--- src/rtl/i2c_slave_regif_mc.sv ---
`default_nettype none
// ============================================================================
// i2c_slave_regif_mc : I2C slave register front end (address decode, pointer,
//                      write strobes, read prefetch with timeout)   Rev 1.0
// ============================================================================
module i2c_slave_regif_mc #(
    parameter int NUM_DEV    = 2,
    parameter int ADDR_BYTES = 2,
    parameter int RD_TMO     = 15
) (
    input  logic                      i_clk,
    input  logic                      i_rst_n,
    input  logic                      i_start,
    input  logic                      i_stop,
    input  logic                      i_addr_vld,
    input  logic [6:0]                i_dev_addr,
    input  logic                      i_rw,
    input  logic                      i_byte_vld,
    input  logic [7:0]                i_byte,
    input  logic [7*NUM_DEV-1:0]      i_dev_tbl,
    input  logic [NUM_DEV-1:0]        i_dev_en,
    output logic                      o_hit,
    output logic [1:0]                o_dev_sel,
    output logic [8*ADDR_BYTES-1:0]   o_reg_addr,
    output logic                      o_wr_en,
    output logic [7:0]                o_wr_data,
    output logic                      o_rd_req,
    input  logic [7:0]                i_rd_data,
    input  logic                      i_rd_ack,
    output logic [7:0]                o_tx_byte,
    output logic                      o_rd_tmo,
    output logic                      o_busy
);

    localparam int PW = 8 * ADDR_BYTES;

    typedef enum logic [2:0] {
        IDLE   = 3'd0,
        PTR    = 3'd1,
        WDATA  = 3'd2,
        RDATA  = 3'd3,
        IGNORE = 3'd4
    } state_t;

    state_t       state, state_nx;
    logic         byte_vld_q, byte_pe;
    logic [7:0]   byte_q;
    logic         hit_any;
    logic [1:0]   hit_idx;
    logic         pe_ok, ptr_last;
    logic         do_shift, do_wr, do_rd_adv, enter_rd;
    logic [1:0]   ptr_cnt;
    logic [7:0]   tmo_cnt;
    logic         need_req, waiting, inc_pend;

    assign o_busy = (state != IDLE);

    always_ff @(posedge i_clk or negedge i_rst_n) begin
        if (!i_rst_n) begin
            byte_vld_q <= 1'b0;
            byte_pe    <= 1'b0;
            byte_q     <= 8'h00;
        end else begin
            byte_vld_q <= i_byte_vld;
            byte_pe    <= i_byte_vld & ~byte_vld_q;
            if (i_byte_vld & ~byte_vld_q)
                byte_q <= i_byte;
        end
    end

    // Scan downwards so the lowest matching index is the one left standing.
    always_comb begin
        hit_any = 1'b0;
        hit_idx = 2'd0;
        for (int k = NUM_DEV - 1; k >= 0; k--) begin
            if (i_dev_en[k] && (i_dev_tbl[7*k +: 7] == i_dev_addr)) begin
                hit_any = 1'b1;
                hit_idx = 2'(k);
            end
        end
    end

    always_ff @(posedge i_clk or negedge i_rst_n) begin
        if (!i_rst_n)
            state <= IDLE;
        else
            state <= state_nx;
    end

    always_comb begin
        state_nx  = state;
        do_shift  = 1'b0;
        do_wr     = 1'b0;
        do_rd_adv = 1'b0;
        enter_rd  = 1'b0;
        pe_ok     = byte_pe & ~i_start;
        ptr_last  = (ptr_cnt == 2'(ADDR_BYTES - 1));
        case (state)
            IDLE: begin
                if (i_addr_vld) begin
                    if (hit_any) begin
                        state_nx = i_rw ? RDATA : PTR;
                        enter_rd = i_rw;
                    end else begin
                        state_nx = IGNORE;
                    end
                end
            end
            PTR: begin
                if (pe_ok) begin
                    do_shift = 1'b1;
                    if (ptr_last)
                        state_nx = WDATA;
                end
            end
            WDATA:   do_wr     = pe_ok;
            RDATA:   do_rd_adv = pe_ok;
            default: ;
        endcase
        // A byte landing with STOP is still consumed above; START drops it.
        if (i_stop || i_start) begin
            state_nx = IDLE;
            enter_rd = 1'b0;
        end
    end

    always_ff @(posedge i_clk or negedge i_rst_n) begin
        if (!i_rst_n) begin
            o_hit      <= 1'b0;
            o_dev_sel  <= 2'd0;
            o_reg_addr <= '0;
            o_wr_en    <= 1'b0;
            o_wr_data  <= 8'h00;
            o_rd_req   <= 1'b0;
            o_tx_byte  <= 8'h00;
            o_rd_tmo   <= 1'b0;
            ptr_cnt    <= 2'd0;
            tmo_cnt    <= 8'd0;
            need_req   <= 1'b0;
            waiting    <= 1'b0;
            inc_pend   <= 1'b0;
        end else begin
            o_wr_en  <= do_wr;
            o_rd_req <= 1'b0;
            inc_pend <= do_wr;
            if (do_wr)
                o_wr_data <= byte_q;

            if (do_shift)
                o_reg_addr <= (o_reg_addr << 8) | PW'(byte_q);
            else if (inc_pend || do_rd_adv)
                o_reg_addr <= o_reg_addr + PW'(1);

            if (i_start)
                ptr_cnt <= 2'd0;
            else if (do_shift)
                ptr_cnt <= ptr_cnt + 2'd1;

            if (i_start || i_stop) begin
                o_hit <= 1'b0;
            end else if ((state == IDLE) && i_addr_vld) begin
                o_hit     <= hit_any;
                o_dev_sel <= hit_idx;
            end

            if (i_start)
                o_rd_tmo <= 1'b0;

            // Read prefetch: request one cycle after the pointer settles, then
            // wait for ack or timeout; anything arriving outside the window is dropped.
            if (i_start || i_stop) begin
                need_req <= 1'b0;
                waiting  <= 1'b0;
            end else if (enter_rd) begin
                need_req <= 1'b1;
            end else if (do_rd_adv) begin
                need_req <= 1'b1;
                waiting  <= 1'b0;
            end else if (need_req) begin
                need_req <= 1'b0;
                o_rd_req <= 1'b1;
                waiting  <= 1'b1;
                tmo_cnt  <= 8'd0;
            end else if (waiting) begin
                if (i_rd_ack) begin
                    o_tx_byte <= i_rd_data;
                    waiting   <= 1'b0;
                end else if (tmo_cnt == 8'(RD_TMO - 1)) begin
                    o_tx_byte <= 8'hFF;
                    o_rd_tmo  <= 1'b1;
                    waiting   <= 1'b0;
                end else begin
                    tmo_cnt <= tmo_cnt + 8'd1;
                end
            end
        end
    end

endmodule
`default_nettype wire
--- config.mk ---
export PLATFORM = sky130hd
export DESIGN_NAME = i2c_slave_regif_mc
export DESIGN_NICKNAME = d
export VERILOG_FILES = /design/src/rtl/i2c_slave_regif_mc.sv
export SDC_FILE = /design/constraint.sdc
export NUM_CORES = 1
export LEC_CHECK = 0
export CORE_MARGIN = 4
export CORE_UTILIZATION = 37
export DETAILED_ROUTE_END_ITERATION = 8
export GPL_TIMING_DRIVEN = 0
export PLACE_DENSITY = 0.66
export SLEW_MARGIN = 20
export SYNTH_ARGS = -nofsm -noshare
export SYNTH_HDL_FRONTEND = slang
export SYNTH_SLANG_ARGS = --single-unit
--- constraint.sdc ---
create_clock -name i_clk -period 2 [get_ports i_clk]
set_input_delay 0.2 -clock i_clk [delete_from_list [all_inputs] [get_ports i_clk]]
set_output_delay 0.2 -clock i_clk [all_outputs]
set_load 0.01 [all_outputs]
Yosys cells after proc, flatten, opt, wreduce, memory -nomap -nowiden. Cells that the tools add are included.

$add $sub $neg: 3. Equal/unequal tests: 13. Multiplexer cells: 53. Bitwise gates (word level): 9. Reduce and logical (&&, ||, !) cells: 17.

Operators by type and width (number): $mux W8 (6); $mux W1 (36); $mux W16 (2); $add A16 B1 Y16 const B (1); $or A16 B8 Y16 (1); $mux W3 (5); $eq A7 B7 Y1 (2); $reduce_and A6 Y1 (2); $reduce_bool A2 Y1 (5); $ne A3 B3 Y1 const B (3); $add A8 B1 Y8 const B (1); $eq A8 B4 Y1 const B (1); $eq A3 B2 Y1 const B (2); $mux W2 (3); $not A1 Y1 (6); $pmux W3 S2 (1); $reduce_bool A3 Y1 (2); $ne A2 B1 Y1 const B (2); $reduce_and A4 Y1 (1); $eq A3 B1 Y1 const B (1); $logic_and A1 B1 Y1 (3); $logic_not A3 Y1 (1); $add A2 B1 Y2 const B (1); $and A1 B1 Y1 (2); 4 further kinds (5).

Flip-flop bits (word level): 63. Input bits: 47. Output and inout bits: 39.

Logic depth before layout (Yosys ltp). Gate-level depths: netlist (run 1).

Depth after elaboration: 10. Gate-level depth with buffers: 8.

Worst setup path after synthesis (run 1). OpenSTA, ideal clock, no wires.

Path kind: flip-flop to flip-flop. Start point: register state[2]. End point: register o_reg_addr[7]. Library setup time: 125 ps. Arrival time: 1738 ps. Data required time: 1875 ps. Path slack: 137 ps. Stages on the path, launching flop included: 8. Cell sequence: dfrtp_1 nor2b_2 a41o_1 and4_1 buf_2 nand3_1 xnor2_1 mux2_2.

Word-level cells in the longest chain between the ends: 4. Elaborated cells between the ends (all ways): 7. Classes of those cells: 2 x eq/ne; 3 x mux; 2 x reduce/logical.

RTL lines: start: declaration (RTL line 45) `state_t state, state_nx;`; start signal: assignment (RTL line 87) `state <= state_nx;`; $eq A3 B2 Y1 (RTL line 98) `case (state)`; $mux W1 (RTL line 98); $logic_or A1 B1 Y1 (RTL line 151) `else if (inc_pend || do_rd_adv)`; $reduce_bool A2 Y1 (no source line); end signal: assignment (RTL line 150) `o_reg_addr <= (o_reg_addr << 8) | PW'(byte_q);`; end signal: assignment (RTL line 152) `o_reg_addr <= o_reg_addr + PW'(1);`; end: declaration (RTL line 24) `output logic [8*ADDR_BYTES-1:0] o_reg_addr,`.

Several ways; a longest one is shown, not always the timed one. A chain may end at the register's enable or synchronous reset.

Final worst setup path (run 1).
Start point: register tmo_cnt[2]. End point: register tmo_cnt[5].

Word-level cells in the longest chain between the ends: 5. Elaborated cells between the ends (all ways): 8. Classes of those cells: 1 x add/sub; 2 x eq/ne; 4 x mux; 1 x reduce/logical.

RTL lines: start: declaration (RTL line 53) `logic [7:0] tmo_cnt;`; start signal: assignment (RTL line 193) `tmo_cnt <= tmo_cnt + 8'd1;`; $add A8 B1 Y8 (RTL line 193); $mux W8 (RTL line 188) `end else if (tmo_cnt == 8'(RD_TMO - 1)) begin`; $mux W8 (RTL line 185) `if (i_rd_ack) begin`; $mux W8 (RTL line 184) `end else if (waiting) begin`; $mux W8 (RTL line 179) `end else if (need_req) begin`.

Several ways; a longest one is shown, not always the timed one. The select of a mux whose other input is x is not followed.

==> impl_metrics.xml, run 1 <==
<?xml version="1.0" encoding="UTF-8"?>
<metrics>
  <group name="clocking">
    <metric name="worst_skew_pair.late_latency" unit="ps">330</metric>
    <metric name="cts_tree" unit="">done</metric>
    <metric name="h-tree-depth" unit="">3</metric>
    <metric name="cts.path.max_buffers" unit="">2</metric>
    <metric name="tritoncts.num_buffers" unit="">9</metric>
    <metric name="cts.sink_count" unit="">62</metric>
    <metric name="cts.clk_slew.worst_paths" unit="ps">70</metric>
    <metric name="cts.root.buffer_cell" unit="">sky130_fd_sc_hd__clkbuf_8</metric>
  </group>
  <group name="synth">
    <metric name="netlist_top_cells_area" unit="">sky130_fd_sc_hd__dfrtp_1, sky130_fd_sc_hd__mux2_2, sky130_fd_sc_hd__xor2_1</metric>
    <metric name="synth_largest_type_area_fraction" unit="%">49.19</metric>
    <metric name="synth_seq_cells" unit="">62</metric>
    <metric name="number_of_cells_produced_by_synthesis" unit="">288</metric>
    <metric name="synth.mux.area_fraction" unit="%">9.242</metric>
    <metric name="postSynth.topFlopCell" unit="">sky130_fd_sc_hd__dfrtp_1</metric>
    <metric name="synthXorXnorAreaFrac" unit="%">8.052</metric>
    <metric name="syn-cell-area" unit="µm²">3154</metric>
    <metric name="synth_edf_count" unit="">0</metric>
    <metric name="synth_area_leader_cell" unit="">sky130_fd_sc_hd__dfrtp_1</metric>
    <metric name="most_numerous_cell_in_the_yosys_netlist" unit="">sky130_fd_sc_hd__dfrtp_1</metric>
    <metric name="synth.lib_cells_used.distinct" unit="">50</metric>
    <metric name="synth_fa_ha_area_share" unit="%">1.587</metric>
    <metric name="synth.yosys.seq_area_share" unit="%">49.19</metric>
    <metric name="main_combinational_cell_family_by_area_after_synthesis" unit="">simple AND/OR/NAND/NOR gates</metric>
    <metric name="synthTopCellsByCount" unit="">sky130_fd_sc_hd__dfrtp_1, sky130_fd_sc_hd__mux2_2, sky130_fd_sc_hd__nand2_1, sky130_fd_sc_hd__xor2_1</metric>
    <metric name="syn-mean-instance-area" unit="µm²">10.95</metric>
    <metric name="ys_warn_count" unit="">0</metric>
    <metric name="synth.net_count" unit="">339</metric>
    <metric name="yosys.area_share.simple" unit="%">18.41</metric>
    <metric name="synth_compound_gate_area_share" unit="%">10.23</metric>
    <metric name="synthArstFlopShare" unit="%">100.0</metric>
  </group>
  <group name="routing">
    <metric name="detailedRoute.firstPassIterationCount" unit="">4</metric>
    <metric name="drt_drc_violations_left" unit="">0</metric>
    <metric name="drt_first_iter_violations" unit="">76</metric>
    <metric name="route.final.wire_length" unit="mm">7.510</metric>
    <metric name="route.antenna.remaining_nets" unit="">0</metric>
    <metric name="num_vias" unit="">2530</metric>
    <metric name="post_drt_wl_per_cell" unit="µm">14.81</metric>
    <metric name="viasPerCell" unit="">4.990</metric>
  </group>
  <group name="sta">
    <metric name="finalCritPeriodShare" unit="%">98.63</metric>
    <metric name="rsz0062_at_grt" unit="">true</metric>
    <metric name="finalClockSkew" unit="ps">7.940</metric>
    <metric name="finalHoldViolCount" unit="">0</metric>
    <metric name="worst_tran_pin_value" unit="ps">756.0</metric>
    <metric name="maxClockFrequency" unit="MHz">507.0</metric>
    <metric name="finalMaxSlewViolations" unit="">0</metric>
    <metric name="finalCriticalPeriod" unit="ps">1973</metric>
    <metric name="maxSlewHeadroom" unit="%">49.33</metric>
    <metric name="setup_viol" unit="">0</metric>
  </group>
  <group name="placed_design">
    <metric name="routabilityCongestion" unit="">0.8323</metric>
    <metric name="dpl_cell_area" unit="µm²">4141</metric>
    <metric name="count_of_buffers_inserted_at_the_top_level_ports" unit="">83</metric>
    <metric name="post-dp-hpwl" unit="mm">5.344</metric>
  </group>
  <group name="critical_path">
    <metric name="timing.critical_path.from_type" unit="">register</metric>
    <metric name="cp.arrival" unit="ps">2230</metric>
    <metric name="required" unit="ps">2260</metric>
    <metric name="critical_path.max_fanout" unit="">8</metric>
    <metric name="timing.setup.critical_path_class" unit="">reg -&gt; reg</metric>
    <metric name="crit_path_end_kind" unit="">register</metric>
  </group>
  <group name="finish">
    <metric name="syn_to_final_growth" unit="%">45.34</metric>
    <metric name="nFillCells" unit="">730</metric>
    <metric name="drive_gt1_share" unit="%">22.64</metric>
    <metric name="stdcell_area" unit="µm²">4584</metric>
    <metric name="antenna-diode-count" unit="">0</metric>
    <metric name="post_layout_util" unit="%">55.52</metric>
    <metric name="finish.net_count" unit="">448</metric>
  </group>
  <group name="floorplanning">
    <metric name="pin_count" unit="">86</metric>
    <metric name="fp-row-count" unit="">33</metric>
    <metric name="dieWidth" unit="µm">100.3</metric>
    <metric name="coreArea" unit="µm²">8258</metric>
    <metric name="initial_core_util" unit="%">38.20</metric>
    <metric name="dieArea" unit="µm²">10070</metric>
    <metric name="dieHeight" unit="µm">100.3</metric>
  </group>
  <group name="run">
    <metric name="cap_violations" unit="">0</metric>
  </group>
  <group name="global_route">
    <metric name="global_route.usage.total" unit="%">15.50</metric>
    <metric name="grt_remaining_overflow" unit="">0</metric>
    <metric name="grt_start_max_net_pins" unit="">46</metric>
    <metric name="global_route_wire_length_before_repair" unit="mm">12.58</metric>
    <metric name="number_of_global_route_vias_before_repair" unit="">2651</metric>
    <metric name="grt_antenna_before_repair" unit="">0</metric>
  </group>
  <group name="hold_path">
    <metric name="hold_class" unit="">in -&gt; reg</metric>
  </group>
  <group name="power_and_ir_drop">
    <metric name="power_density" unit="nW/µm²">640.5</metric>
    <metric name="static-leakage-power" unit="nW">1.966</metric>
    <metric name="max-vdd-ir-drop" unit="µV">409.3</metric>
    <metric name="totalPowerFinal" unit="mW">2.937</metric>
  </group>
  <group name="status">
    <metric name="outcome" unit="">finished, final reports clean</metric>
  </group>
</metrics>
-- cells in the final DEF, fill, tap and decap left out, drive strengths merged, types with 7 or more instances in the layout --
cell,count
nand3,11
nand4,7
nor2,20
dfrtp,62
nand2,23
a21oi,13
inv,7
clkbuf,13
xor2,23
buf,22
o21ai,18
mux2,25
clkdlybuf4s50,81
nand2b,10
-- registers in the layout (all words and copies together) (netlist names) --
name	count
byte_pe	1
byte_q	8
byte_vld_q	1
inc_pend	1
need_req	1
o_dev_sel	1
o_hit	1
o_rd_req	1
o_rd_tmo	1
o_reg_addr	16
o_tx_byte	8
o_wr_data	8
ptr_cnt	2
state	3
tmo_cnt	8
waiting	1
-- cell families (layout without fill, tap and decap cells) --
| group | after synthesis | in the layout |
|---|---|---|
| other | 1 | 1 |
| buffers and inverters | 18 | 132 |
| adder cells (fa/ha/maj) | 4 | 4 |
| XOR/XNOR | 29 | 29 |
| AO/OA/AOI/OAI | 48 | 48 |
| AND/OR/NAND/NOR | 100 | 100 |
| flip-flops | 62 | 62 |
| multiplexers | 26 | 26 |
-- worst paths after layout --
check                      slack [ps]      endpoint          from  cells after the start
setup / recovery                   30    tmo_cnt[5]    tmo_cnt[2]                      6
hold / removal                     70    ptr_cnt[0]       i_start                      2
setup reg to reg                   30    tmo_cnt[5]    tmo_cnt[2]                      6
hold reg to reg                   480  o_dev_sel[0]  o_dev_sel[0]                      1
max in group asynchronous        1220       waiting       i_rst_n                      3
min in group asynchronous         270  o_wr_data[4]       i_rst_n                      2
-- layout make-up --
cell class / count / area, µm² / share of cell area, %
clock inverters: 7 / 112.6 / 2.456
repair buffers: 98 / 969.7 / 21.15
multi-input cells: 208 / 1589 / 34.66
inverters: 7 / 26.28 / 0.5731
plain buffers: 11 / 78.83 / 1.719
well taps: 105 / 131.4 / 2.866
flip-flops and latches: 62 / 1553 / 33.87
clock buffers: 9 / 123.9 / 2.702
-- what timing repair did --
item / CTS / global route
pin swaps: 5 / 9
cloned: 0 / 0
endpoints found under the setup margin: 29 / 37
setup buffers: 6 / 7
endpoints found under the hold margin: 17 / 0
resized for setup: 8 / 18
hold buffers: 1 / 0
-- through the flow --
step	cells	hold slack, ps	setup TNS (ps)	setup WS (ps)
3_5_place_dp	477	95.14	-8991	-463.4
2_1_floorplan	288	-95.59	0	136.9
4_1_cts	500	53.83	0	8.773
3_3_place_gp	476	400.5	-90690	-1346
6_report	507	69.62	0	27.42
5_1_grt	507	71.17	-288.8	-36.81
-- worst max-delay path: stages, from the launching register on --
cell                      delay (ps)
sky130_fd_sc_hd__dfrtp_1         420
sky130_fd_sc_hd__and2_4          170
sky130_fd_sc_hd__and4b_2         260
sky130_fd_sc_hd__o21ba_4         270
sky130_fd_sc_hd__nand3_4         120
sky130_fd_sc_hd__or4_4           510
sky130_fd_sc_hd__a21oi_2         150
-- per-layer routing --
layer / vias up / global-route usage, % / routed length [µm]
met3: 9 / 3.961 / 455
met2: 58 / 25.23 / 3670
met4: 0 / 5.285 / 91
met1: 1222 / 20.10 / 3292
met5: - / 0 / 0
li1: 1241 / - / -
-- report_power, final --
| part | internal (mW) | switching [mW] | total, mW |
|---|---|---|---|
| sequential | 1.29 | 0.0332 | 1.33 |
| clock | 0.821 | 0.498 | 1.32 |
| combinational | 0.172 | 0.120 | 0.292 |
Power figures use the tool's default switching activity.
==> run 2: changes to the inputs <==
- CAP_MARGIN: unset -> 20
- GPL_TIMING_DRIVEN: 0 -> unset
- SKIP_LAST_GASP: unset -> 1
==> run 2 against run 1 <==
Register-to-register slack better by 40 ps; non-clock buffer count up 5; core utilization down 0.11 points; final cell count up 0.99%; cell area down 0.19%; combinational power about the same; highest routed layer unchanged.
==> impl_metrics.xml, run 2 (synthesized netlist as in run 1, its figures left out) <==
<?xml version="1.0" encoding="UTF-8"?>
<metrics>
  <group name="routing">
    <metric name="num_vias" unit="">2540</metric>
    <metric name="route.final.wire_length" unit="mm">7.345</metric>
    <metric name="detailedRoute.firstPassIterationCount" unit="">4</metric>
    <metric name="post_drt_wl_per_cell" unit="µm">14.35</metric>
    <metric name="drt_first_iter_violations" unit="">111</metric>
    <metric name="drt_drc_violations_left" unit="">0</metric>
    <metric name="viasPerCell" unit="">4.961</metric>
    <metric name="route.antenna.remaining_nets" unit="">0</metric>
  </group>
  <group name="clocking">
    <metric name="cts.sink_count" unit="">62</metric>
    <metric name="worst_skew_pair.late_latency" unit="ps">340</metric>
    <metric name="cts_tree" unit="">done</metric>
    <metric name="tritoncts.num_buffers" unit="">9</metric>
    <metric name="cts.root.buffer_cell" unit="">sky130_fd_sc_hd__clkbuf_8</metric>
    <metric name="cts.clk_slew.worst_paths" unit="ps">60</metric>
    <metric name="cts.path.max_buffers" unit="">2</metric>
    <metric name="cts_setup_buffers" unit="">0</metric>
    <metric name="h-tree-depth" unit="">3</metric>
  </group>
  <group name="sta">
    <metric name="finalHoldViolCount" unit="">0</metric>
    <metric name="rsz0062_at_grt" unit="">true</metric>
    <metric name="setup_viol" unit="">0</metric>
    <metric name="maxClockFrequency" unit="MHz">517.0</metric>
    <metric name="finalMaxSlewViolations" unit="">0</metric>
    <metric name="finalCritPeriodShare" unit="%">96.72</metric>
    <metric name="finalClockSkew" unit="ps">7.196</metric>
    <metric name="finalCriticalPeriod" unit="ps">1934</metric>
  </group>
  <group name="critical_path">
    <metric name="cp.arrival" unit="ps">2210</metric>
    <metric name="crit_start" unit="">tmo_cnt[0]</metric>
    <metric name="worst_case_reg_to_reg_path_depth" unit="">7</metric>
    <metric name="critical_path.max_fanout" unit="">7</metric>
    <metric name="critical_path.reg2reg.startpoint" unit="">tmo_cnt[0]</metric>
    <metric name="crit_path_end_kind" unit="">register</metric>
    <metric name="regToRegSetupSlack" unit="ps">70</metric>
    <metric name="crit_chain" unit="">inv_1 -&gt; ha_1 -&gt; and4b_2 -&gt; o21ba_4 -&gt; nand3_4 -&gt; or4_4 -&gt; a21oi_2</metric>
    <metric name="timing.setup.critical_path_class" unit="">reg -&gt; reg</metric>
    <metric name="critical_path.slowest_cell" unit="">sky130_fd_sc_hd__or4_4</metric>
    <metric name="timing.critical_path.from_type" unit="">register</metric>
    <metric name="timing.critical_path.max_delay_family" unit="">simple AND/OR/NAND/NOR gates</metric>
    <metric name="slowest_delay" unit="ps">500</metric>
    <metric name="worstReg2RegEnd" unit="">tmo_cnt[7]</metric>
    <metric name="worst-path-buf-inv" unit="">1</metric>
    <metric name="required" unit="ps">2270</metric>
  </group>
  <group name="placed_design">
    <metric name="dpl_cell_area" unit="µm²">4278</metric>
    <metric name="routabilityCongestion" unit="">0.8142</metric>
    <metric name="count_of_buffers_inserted_at_the_top_level_ports" unit="">84</metric>
    <metric name="dpl.cell_count" unit="">495</metric>
    <metric name="post-dp-hpwl" unit="mm">5.462</metric>
  </group>
  <group name="power_and_ir_drop">
    <metric name="static-leakage-power" unit="nW">1.986</metric>
    <metric name="max-vdd-ir-drop" unit="µV">532.1</metric>
    <metric name="power_density" unit="nW/µm²">631.3</metric>
  </group>
  <group name="hold_path">
    <metric name="hold_class" unit="">in -&gt; reg</metric>
    <metric name="min_to" unit="">byte_vld_q</metric>
    <metric name="min_delay_path_depth" unit="">1</metric>
    <metric name="hold_start" unit="">i_byte_vld</metric>
  </group>
  <group name="global_route">
    <metric name="grt_start_max_net_pins" unit="">63</metric>
    <metric name="global_route.usage.total" unit="%">15.17</metric>
    <metric name="global_route_wire_length_before_repair" unit="mm">12.30</metric>
    <metric name="grt_antenna_before_repair" unit="">0</metric>
    <metric name="number_of_global_route_vias_before_repair" unit="">2604</metric>
    <metric name="grt_remaining_overflow" unit="">0</metric>
  </group>
  <group name="finish">
    <metric name="antenna-diode-count" unit="">0</metric>
    <metric name="final_common_cell" unit="">sky130_fd_sc_hd__clkdlybuf4s50_1</metric>
    <metric name="top_register" unit="">o_reg_addr</metric>
    <metric name="syn_to_final_growth" unit="%">45.06</metric>
    <metric name="final-instance-count-excl-fill" unit="">512</metric>
    <metric name="largest_reg_flops" unit="">16</metric>
    <metric name="stdcell_area" unit="µm²">4576</metric>
    <metric name="layout_common_cells" unit="">sky130_fd_sc_hd__clkdlybuf4s50_1, sky130_fd_sc_hd__dfrtp_1, sky130_fd_sc_hd__buf_4</metric>
    <metric name="finish.net_count" unit="">453</metric>
    <metric name="drive_gt1_share" unit="%">22.85</metric>
  </group>
  <group name="status">
    <metric name="outcome" unit="">finished, final reports clean</metric>
  </group>
  <group name="floorplanning">
    <metric name="coreArea" unit="µm²">8258</metric>
    <metric name="dieHeight" unit="µm">100.3</metric>
    <metric name="dieArea" unit="µm²">10070</metric>
    <metric name="fp-row-count" unit="">33</metric>
    <metric name="pin_count" unit="">86</metric>
    <metric name="initial_core_util" unit="%">38.20</metric>
    <metric name="dieWidth" unit="µm">100.3</metric>
  </group>
  <group name="run">
    <metric name="cap_violations" unit="">0</metric>
  </group>
</metrics>
==> run 2: changes by cell type in the layout (fill, tap and decap cells not counted), sizes merged <==
cell / change
clkdlybuf4s50: +1
clkinv: -2
clkinvlp: -1
buf: +8
bufinv: -1
==> run 2: report_power, final <==
group | internal (mW) | switching (mW)
Clock | 0.802 | 0.470
Combinational | 0.172 | 0.118
Sequential | 1.29 | 0.0332
==> run 2: how the worst max path moves through the flow <==
stage / to / cells after the start
floorplan: o_reg_addr[7] / 7
finish: tmo_cnt[7] / 7
detailed placement: o_tx_byte[0] / 8
global placement: o_tx_byte[3] / 8
CTS: tmo_cnt[5] / 7
global route: tmo_cnt[7] / 7
==> run 2: worst register-to-register path, stage by stage (launching register included) <==
cell and delay, ps:
sky130_fd_sc_hd__dfrtp_1 390, sky130_fd_sc_hd__inv_1 70, sky130_fd_sc_hd__ha_1 190, sky130_fd_sc_hd__and4b_2 240, sky130_fd_sc_hd__o21ba_4 240, sky130_fd_sc_hd__nand3_4 110
sky130_fd_sc_hd__or4_4 500, sky130_fd_sc_hd__a21oi_2 140
==> run 2: cell type report <==
| type | count | area, µm² |
|---|---|---|
| Fill cell | 721 | 3682 |
| Clock inverter | 3 | 65.06 |
| Timing Repair Buffer | 114 | 1082 |
| Sequential cell | 62 | 1551 |
| Clock buffer | 13 | 168.9 |
| Tap cell | 105 | 131.4 |
| Multi-Input combinational cell | 208 | 1550 |
| Inverter | 7 | 26.28 |
==> run 2: repair_timing <==
action                                 in CTS  in global routing
endpoints found under the hold margin      62                  0
setup endpoints to repair                   0                 20
resized for setup                           0                 13
hold buffers                                1                  0
==> run 2: through the flow <==
stage / setup slack, ps / hold WS [ps] / TNS, ps / total power [mW] / utilization (%)
5_1_grt: -20.97 / 320.0 / -41.89 / 3.016 / 55.41
2_1_floorplan: 136.9 / -95.59 / 0 / 1.449 / -
3_5_place_dp: -201.2 / 238.8 / -3377 / 1.637 / 51.80
6_report: 65.61 / 329.8 / 0 / 2.889 / 55.41
3_3_place_gp: -158.6 / 237.7 / -2402 / 1.630 / 51.80
4_1_cts: 66.45 / 318.5 / 0 / 2.923 / 54.76
==> run 2: metal layers <==
metal | vias up | share of wire, % | GRT usage (%)
met5 | - | 0 | 0
met4 | 0 | 0.87 | 3.523
met3 | 8 | 6.8 | 5.559
met2 | 71 | 49 | 24.72
met1 | 1216 | 43 | 19.27
li1 | 1245 | - | -
